[src/rtl/prio_scan_encoder.sv]
// rtl/prio_scan_encoder.sv - request-vector to serial set-bit index stream encoder
//
// Purpose:
//   Captures an N-bit request vector and streams out the binary index of
//   every set bit, one beat per clock, over a valid/ready handshake. The
//   final beat of a vector is flagged with out_last. An all-zero vector
//   produces a single-cycle empty_pulse and no output beat.
//
// Configuration macro:
//   PRIO_SCAN_MSB_FIRST_EN  undefined: lowest set bit first (default)
//                           defined:   highest set bit first
//
// Ports:
//   clk          in   1      rising-edge clock
//   rst          in   1      synchronous active-high reset
//   enable       in   1      permits capture of new vectors
//   in_valid     in   1      in_data is valid
//   in_ready     out  1      vector can be captured this cycle
//   in_data      in   WIDTH  request vector
//   out_valid    out  1      out_index/out_last valid
//   out_ready    in   1      consumer accepts the current beat
//   out_index    out  IDX_W  index of the current set bit
//   out_last     out  1      current beat is the final set bit
//   empty_pulse  out  1      accepted vector was all-zero (one cycle)

module prio_scan_encoder #(
  parameter  int WIDTH = 16,
  localparam int IDX_W = $clog2(WIDTH)
) (
  input  logic             clk,
  input  logic             rst,
  input  logic             enable,
  input  logic             in_valid,
  output logic             in_ready,
  input  logic [WIDTH-1:0] in_data,
  output logic             out_valid,
  input  logic             out_ready,
  output logic [IDX_W-1:0] out_index,
  output logic             out_last,
  output logic             empty_pulse
);

  localparam logic [0:0] ST_IDLE = 1'b0;
  localparam logic [0:0] ST_SCAN = 1'b1;

  logic [0:0]       state_q, state_d;
  logic [WIDTH-1:0] residual_q, residual_d;
  logic             empty_q, empty_d;

  logic [IDX_W-1:0] sel_idx;
  logic [WIDTH-1:0] sel_onehot;
  logic             single_bit;
  logic             out_fire;
  logic             in_fire;

  // Pick the bit to present this beat. The loop runs toward the preferred
  // end so that the last match written is the one that wins.
  always_comb begin
    sel_idx    = '0;
    sel_onehot = '0;
`ifdef PRIO_SCAN_MSB_FIRST_EN
    for (int i = 0; i < WIDTH; i++) begin
      if (residual_q[i]) begin
        sel_idx       = IDX_W'(i);
        sel_onehot    = '0;
        sel_onehot[i] = 1'b1;
      end
    end
`else
    for (int i = WIDTH - 1; i >= 0; i--) begin
      if (residual_q[i]) begin
        sel_idx       = IDX_W'(i);
        sel_onehot    = '0;
        sel_onehot[i] = 1'b1;
      end
    end
`endif
  end

  // Exactly one bit left: nonzero and clearing the lowest set bit leaves zero.
  assign single_bit = (residual_q != '0) &&
                      ((residual_q & (residual_q - WIDTH'(1))) == '0);

  assign out_valid   = (state_q == ST_SCAN);
  assign out_index   = sel_idx;
  assign out_last    = single_bit;
  assign empty_pulse = empty_q;

  assign out_fire = out_valid & out_ready;

  // A new vector may slip in on the cycle the final beat is consumed, which
  // keeps back-to-back vectors bubble-free.
  assign in_ready = enable & ~rst & ((state_q == ST_IDLE) | (out_fire & out_last));
  assign in_fire  = in_valid & in_ready;

  always_comb begin
    state_d    = state_q;
    residual_d = residual_q;
    empty_d    = 1'b0;

    if (out_fire) begin
      residual_d = residual_q & ~sel_onehot;
      if (out_last) begin
        state_d = ST_IDLE;
      end
    end

    // Capture overrides the drain result: it only happens when idle or on
    // the final beat, where the residual is empty anyway.
    if (in_fire) begin
      residual_d = in_data;
      if (in_data == '0) begin
        state_d = ST_IDLE;
        empty_d = 1'b1;
      end else begin
        state_d = ST_SCAN;
      end
    end
  end

  always_ff @(posedge clk) begin
    if (rst) begin
      state_q    <= ST_IDLE;
      residual_q <= '0;
      empty_q    <= 1'b0;
    end else begin
      state_q    <= state_d;
      residual_q <= residual_d;
      empty_q    <= empty_d;
    end
  end

endmodule

[config.mk]
export PLATFORM = sky130hd
export DESIGN_NAME = prio_scan_encoder
export DESIGN_NICKNAME = d
export VERILOG_FILES = /design/src/rtl/prio_scan_encoder.sv
export SDC_FILE = /design/constraint.sdc
export NUM_CORES = 1
export LEC_CHECK = 0
export BUFFER_PORTS_ARGS = -buffer_cell sky130_fd_sc_hd__buf_2
export CORE_ASPECT_RATIO = 1.4
export CORE_MARGIN = 2
export CORE_UTILIZATION = 45
export DETAILED_ROUTE_END_ITERATION = 10
export PLACE_DENSITY = 0.73
export SYNTH_ARGS = -nofsm -noshare
export SYNTH_HDL_FRONTEND = slang
export SYNTH_SLANG_ARGS = --single-unit
[constraint.sdc]
create_clock -name clk -period 5.8 [get_ports clk]
set_clock_uncertainty 0.2 [all_clocks]
set_input_delay 0 -clock clk [delete_from_list [all_inputs] [get_ports clk]]
set_output_delay 0 -clock clk [all_outputs]
set_load 0.02 [all_outputs]
==> results.md <==
- CTS H-Tree Depth: 1
- Worst Path Arrival: 3.52 ns
- # port buffers: 28
- Ant diodes: 0
- CTS tree: yes
- Setup TNS Final: 0 ns
- P_int: between 200 and 250 µW
- GRT Overall Usage: 0.259
- Filler cell count: 208
- Final setup viols: 0
- Routed WL per cell: 14.9 µm
- Final min period: 3.51 ns
- Layout area overhead: 41.4%
- Slew Limit Headroom: 0.677
- DRC viols: 0
- Post-synthesis sequential area ratio: 0.298
- I/O pin cnt: 29
- Switching Share: 0.353
- DIE WIDTH: 47.8 µm
- Initial core utilization: 0.468
- Resized cells post-CTS: 0
- Sequential power share: 0.411
- DP Wirelength: 2.12 mm
- Initial antenna violation count: 0
- Synthesized flop and latch total: 18
- Critical path cell sequence: nor4_4, nand2_1, o32ai_2, nand4_1, o41ai_4, a31o_2, o22ai_1, dlygate4sd3_1
- Fmax: 285 MHz
- Vias in the first global route: around 1300
- Part of the cycle the worst path needs: 0.605
- Worst vdd ir: approximately 180 µV
- Asr flop ratio synth: 0
- Row cnt: 22
- Core area: 0.00259 mm²
- CP max FO: 15
- First-pass GRT wire length: 5.87 mm
- Top-area cell type share of the netlist area: 0.298
- Synth Instances: around 150
- Largest net degree at the start of global routing: 18
- # clock sinks: 18
- Fin cells: around 240
- Setup bufs post-CTS: 0
- Share of post-route cells with drive strength above 1: 0.254
- Routed WL: 3.59 mm
- Status: finished, final reports clean
- Mean post-synth cell area: 8.30 µm²
- Clock slew seen by the registers of the worst setup and hold paths: between 0.1 and 0.15 ns
- CTS root buf: clkbuf_4
- GR Overflow Total: 0
- Sw power: about 120 µW
- GPL Wtd Cong: 0.812
- Ys flop type: dfxtp_1
- Worst-skew pair later-pin latency: 0.31 ns
- First-pass DRT Iterations: 4
- Crit start category: register
- Max-slew violation count: 0
- Cts bufs inserted: 3
- Clock share of power: 0.235
- DP Area: between 0.001 and 0.0015 mm²
- Post-Syn Nets: 167
- DR vias: 1356
- Drt first-iter violations: 42
- DRT antenna net count: 0
- Synth Cell Area: 0.00121 mm²
- Final nets: about 230
- Yosys top cell by area: dfxtp_1
- Netlist cell types: 36
- Fin area: 0.00171 mm²
- Utilization after layout: 0.662
- Slew @ Worst Pin: a little under 0.5 ns
- Maximum clock insertion buffer count: 2
- Hold Fails Final Rpt: 0
- Max cap viols: 0
- Area contributors post-synth: dfxtp_1 (30%), o22ai_2 (9.3%), inv_1 (6.5%)
- RSZ-0062 raised after global routing: no
- Crit path required time: 5.80 ns
- Number of flops mapped to enable cells by yosys: 0
- Largest stage delay on the critical path: 0.58 ns
- Power density cells: 204 mW/mm²
- Die Ht: 65.4 µm
- Critical Path Slowest Stage Cell: dlygate4sd3_1
- Dpl cells: 204
- Die Area: 0.00313 mm²
- Hold crit path type: primary input to register
- Combinational power share: 0.353
- Via/cell ratio: 5.63
- Synth Warn #: 0
- Crit. End Element: register
- WS Path Type: register to register
- Leak: 0.000759 µW
-- cell families after synthesis --
logic type               share of synthesized area
AO/OA/AOI/OAI                                0.315
adder cells (fa/ha/maj)                     0.0165
buffers and inverters                        0.106
AND/OR/NAND/NOR                              0.256
flip-flops                                   0.298
multiplexers                               0.00826
-- synth_stat cells, drive strengths merged (2+ instances only) --
cell type,instances
inv,21
buf,5
o41ai,2
nor4,8
o22ai,15
or3,3
a21oi,9
o31ai,3
or4,2
dfxtp,18
nor2,7
nand2,12
or2,4
o21ai,11
nor3,6
nand4,5
maj3,2
o21bai,2
-- cell type report --
type	count	area, µm²	area share
repair buffers	61	470	0.275
clock buffers	4	36.3	0.0212
well taps	36	45.0	0.0263
flip-flops and latches	18	360	0.210
inverters	21	78.8	0.0460
multi-input cells	101	722	0.421
-- per-stage QoR --
stage	power, µW	hold slack, ns	setup slack, ns
floorplan	221	-0.131	3.27
global placement	248	0.00558	2.97
detailed placement	250	0.000774	2.86
CTS	343	0.00517	2.31
global route	368	0.0409	2.07
finish	349	0.00755	2.29
-- state kept, by name, summed over array words and instances, names as in the netlist --
register     count
empty_pulse      1
residual_q      16
out_valid        1
-- what timing repair did --
item                                   4_1_cts  5_1_grt
endpoints found under the hold margin       18        0
setup endpoints to repair                    0        0
hold buffers                                33        0
-- power groups by stage --
stage	Sequential, µW	Combinational [µW]	Clock, µW
global route	145	135	88.0
global placement	146	102	0
floorplan	141	79.7	0
CTS	143	121	78.6
finish	144	123	82.2
detailed placement	146	104	0
-- layer usage --
| metal | up-vias | wire length, µm | global-route usage |
|---|---|---|---|
| li1 | 666 | - | - |
| met1 | 609 | 1460 | 0.322 |
| met2 | 64 | 1820 | 0.413 |
| met3 | 17 | 166 | 0.0330 |
| met4 | 0 | 138 | 0.139 |
| met5 | - | 0 | 0 |
-- worst max-delay path, delay by kind of cell, from the launching register on --
kind | cells | cell delay (ns)
AO/OA/AOI/OAI | 4 | 1.42
AND/OR/NAND/NOR | 3 | 0.77
buffers and inverters | 1 | 0.58
flip-flops | 1 | 0.44
-- cell usage in the layout (no fill, tap or decap), drive strengths merged, types with 2 or more instances in the layout --
cell and n:
a21oi 9, buf 28, clkbuf 4, dfxtp 18, dlygate4sd3 33, inv 21, maj3 2, nand2 12
nand4 5, nor2 7, nor3 6, nor4 8, o21ai 11, o21bai 2, o22ai 15, o31ai 3
o41ai 2, or2 4, or3 3, or4 2
-- final timing paths --
path | to | from | slack, ns | depth (start not counted)
worst max-delay path | residual_q[9] | residual_q[0] | 2.29 | 8
worst min-delay path | empty_pulse | in_valid | 0.008 | 3
worst max register to register | residual_q[9] | residual_q[0] | 2.29 | 8
worst min register to register | residual_q[13] | residual_q[13] | 0.41 | 2
No activity file was read; power rests on OpenSTA's default activity.
